==> config.mk <==
export PLATFORM = sky130hd
export DESIGN_NAME = pgaopv_dfpipe
export DESIGN_NICKNAME = d
export VERILOG_FILES = /design/src/rtl/pgaopv_dfpipe.sv
export SDC_FILE = /design/constraint.sdc
export NUM_CORES = 1
export LEC_CHECK = 0
export ABC_AREA = 1
export CORE_MARGIN = 2
export CORE_UTILIZATION = 64
export CTS_CLUSTER_SIZE = 25
export DETAILED_ROUTE_END_ITERATION = 12
export DONT_BUFFER_PORTS = 1
export GPL_ROUTABILITY_DRIVEN = 0
export GPL_TIMING_DRIVEN = 0
export PLACE_DENSITY = 0.9
export SLEW_MARGIN = 10
export SYNTH_ARGS = -nofsm -noshare
export SYNTH_HDL_FRONTEND = slang
export SYNTH_SLANG_ARGS = --single-unit
==> constraint.sdc <==
create_clock -name CP -period 3.48 [get_ports CP]
set_clock_uncertainty 0.15 [all_clocks]
set_input_delay 0.348 -clock CP [delete_from_list [all_inputs] [get_ports CP]]
set_output_delay 0.348 -clock CP [all_outputs]
set_load 0.02 [all_outputs]
==> src/rtl/pgaopv_dfpipe.sv <==
// Elastic register pipeline of DEPTH stages with bubble collapsing, flush and
// occupancy count. Each stage is a clock-enabled data register plus a valid bit.
module pgaopv_dfpipe #(
  parameter int              WIDTH      = 8,
  parameter int              DEPTH      = 2,
  parameter logic [WIDTH-1:0] RESET_VAL = '0,
  parameter bit              RESET_DATA = 1'b1
) (
  input  logic                       CP,
  input  logic                       CD,
  input  logic                       FLUSH,
  input  logic                       IN_VLD,
  output logic                       IN_RDY,
  input  logic [WIDTH-1:0]           D,
  output logic                       OUT_VLD,
  input  logic                       OUT_RDY,
  output logic [WIDTH-1:0]           Q,
  output logic [$clog2(DEPTH+1)-1:0] CNT
);

  localparam int CW = $clog2(DEPTH+1);

  // Handshake: a beat moves across a boundary on a rising CP edge exactly when
  // the sender's valid and the receiver's ready are both 1 in the cycle before.
  // OUT_VLD comes straight from a flop; IN_RDY is combinational on OUT_RDY/FLUSH/CD.

  logic [WIDTH-1:0] data_q   [DEPTH];
  logic [WIDTH-1:0] data_src [DEPTH];
  logic [DEPTH-1:0] vld_q;
  logic [DEPTH-1:0] vld_src;
  logic [DEPTH-1:0] acc;
  logic             ripple;
  logic             in_fire;

  // A stage accepts when it is empty or its successor accepts; the chain
  // starts from the downstream ready at the last stage.
  always_comb begin
    ripple = OUT_RDY;
    acc    = '0;
    for (int k = DEPTH-1; k >= 0; k--) begin
      ripple = ~vld_q[k] | ripple;
      acc[k] = ripple;
    end
  end

  assign IN_RDY  = acc[0] & ~FLUSH & ~CD;
  assign in_fire = IN_VLD & IN_RDY;

  always_comb begin
    data_src[0] = D;
    vld_src[0]  = in_fire;
    for (int k = 1; k < DEPTH; k++) begin
      data_src[k] = data_q[k-1];
      vld_src[k]  = vld_q[k-1];
    end
  end

  always_ff @(posedge CP) begin
    if (CD || FLUSH) begin
      vld_q <= '0;
    end else begin
      for (int k = 0; k < DEPTH; k++) begin
        if (acc[k]) vld_q[k] <= vld_src[k];
      end
    end
  end

  // Data only loads on a real beat, so bubbles and flushes leave it untouched.
  always_ff @(posedge CP) begin
    if (CD) begin
      if (RESET_DATA) begin
        for (int k = 0; k < DEPTH; k++) data_q[k] <= RESET_VAL;
      end
    end else if (!FLUSH) begin
      for (int k = 0; k < DEPTH; k++) begin
        if (acc[k] && vld_src[k]) data_q[k] <= data_src[k];
      end
    end
  end

  always_comb begin
    CNT = '0;
    for (int k = 0; k < DEPTH; k++) begin
      CNT = CNT + CW'(vld_q[k]);
    end
  end

  assign OUT_VLD = vld_q[DEPTH-1];
  assign Q       = data_q[DEPTH-1];

endmodule

==> metrics <==
status finished clean; Max Fclk 586 MHz; sequential share of power around 65%; drt total wl approximately 1200 µm; Fin Setup TNS 0 ps; Gate Count Post-Synth 76; Max Cap Viol 0; post-CTS sizing 0; worst vdd ir 0.248 mV; minimum hold slack 91.5 ps; first-pass GRT wire length 2170 µm; Placement Setup Slack 1770 ps; fill cell count 91; YS warnings 0; min Tclk post-route 1710 ps; Die Area 1720 µm²; Final Hold Viols 0; Setup crit end kind flip-flop; nets 95; Switching Share roughly 22%; worst setup margin 1770 ps; routed len/inst around 13 µm; xor and xnor fraction of the mapped netlist area 0%; post-DP HPWL 890 µm; clk_lat worst skew 280 ps; worst setup path class reg2reg; ant diodes 0; Core ar. 1300 µm²; Routed Antenna Nets 0; multiplexer share of the synthesized area 0%; Reg clk slew, reported paths 100 ps; post-route core utilization 72.4%; Residual DRC 0; cell area after synthesis 897 µm²; Die H 41.4 µm; Slew headroom 78.2%; Layout area overhead 5.02%; fin crit share 49.0%; Crit path required time 3310 ps; CTS tree done; top-area cell type share of the netlist area 53.6%; starting density of the core 68.9%; setup violators final 0; Final Max Tran Viols 0; I/O pin total 25; via count roughly 470; worst slew pin tran between 300 and 400 ps; Seq/Total Area, Yosys between 50% and 60%; area occupied by multi-input gates 211 µm²; top post-synthesis cells by area edfxtp_1, a21oi_2, inv_1; Simple-Gate Fraction of Synth Area slightly below 8%; via/cell ratio 4.97; largest net degree at the start of global routing 11; grt ovf 0; # rows 13; Yosys reg bits 18; largest family of logic cells by synthesized area buffers and inverters; Die Wd 41.4 µm; Sequential Area 520 µm²; ratio of cells with drive above 1 in the final layout 33.8%; synthesized area per cell 11.8 µm²; vias in the first global route between 400 and 500; drt first-iter violations 10; CP max FO 10; port bufs 0; Syn Nets 90; power per cell area 409 nW/µm²; Clk pwr share 25.9%; leading area contributor after synthesis edfxtp_1; 1st-pass router iterations 4; Startpoint Class flip-flop; worst hold path type in2reg; CTS sink count 18; P_sw roughly 0.000085 W; flop-to-flop setup slack roughly 1800 ps; CTS Hold Buffers Added 0; compound-cell area share of the yosys netlist 14.2%; Pleak between 0.3 and 0.4 nW; Longest Clk Path Bufs 2; Netlist cell types 13; CP arrival 1540 ps; unrepaired setup endpoints after global routing no; Adder-Cell Fraction of Synth Area 1.39%; antenna violations before repair 0; total global-route track usage 17.3%; CTS root buf clkbuf_4; number of setup buffers added after CTS 0; clock buffer count from CTS 3; Comb pwr share 9.4%; H-tree level count 1; Cell Int Power 0.000300 W
-- per-stage QoR --
step                      cell area (µm²)  std cells  total power, W
after detailed placement              916         91        0.000291
after CTS                             942         95        0.000389
final                                 942         95        0.000386
after global placement                916         91        0.000288
after floorplan                       897         76        0.000286
after global routing                  942         95        0.000408
-- per-layer routing --
metal  GRT usage (%)  vias up  routed length [µm]
met4            5.81        0                   5
li1                -      247                   -
met3            6.52        2                  70
met5               0        -                   0
met1            19.2      206                 483
met2            30.3       17                 663
-- critical path, stage by stage, from the launching register on --
cell and delay (ps):
dfxtp_1 520, nand2_1 190, nand3_4 140, buf_6 180, nand2_1 220
-- worst paths after layout --
kind / cells past startpoint / startpoint / endpoint
setup reg to reg: 4 / vld_q[1] / data_q[0][13]
hold / removal: 3 / CD / vld_q[0]
hold reg to reg: 2 / vld_q[0] / vld_q[1]
setup / recovery: 4 / vld_q[1] / data_q[0][13]
-- power by group through the flow --
stage | registers (W) | logic (W) | clock network [W]
final | 0.000250 | 0.0000363 | 0.0000999
after global routing | 0.000250 | 0.0000401 | 0.000118
after CTS | 0.000250 | 0.0000367 | 0.000103
after detailed placement | 0.000254 | 0.0000362 | 0
after global placement | 0.000254 | 0.0000347 | 0
after floorplan | 0.000253 | 0.0000322 | 0
-- cells in the mapped netlist, drive strengths merged --
library cell,number
a21oi,18
buf,10
dfxtp,2
edfxtp,16
ha,1
inv,21
nand2,4
nand3,3
nor2,1
-- cells by family (layout without fill, tap and decap cells) --
family / count (synthesis) / after routing
fa+ha+maj: 1 / 1
simple gates: 8 / 8
flops: 18 / 18
buf+inv: 31 / 35
compound gates: 18 / 18
-- layout by cell type (no fill, tap or decap) --
master and n:
inv_1 21, edfxtp_1 16, a21oi_2 10, a21oi_1 8, buf_4 8, nand2_1 4, clkbuf_4 3, nand3_4 2
dfxtp_1 2, nand3_2 1, nor2_4 1, buf_8 1, buf_6 1, ha_1 1, clkinv_1 1
-- flip-flops by register name (all words and copies together) (netlist names) --
| register | cells |
|---|---|
| data_q | 16 |
| vld_q | 2 |
-- cell type report --
class                      instances  area share [%]
buffer                            10            9.16
clock buffer                       3            2.39
clock inverter                     1           0.398
inverter                          21            8.37
multi-input combinational         27            22.4
sequential                        18            55.2
tap                               15            1.99
Note: power is estimated with default switching activity, not from simulation.
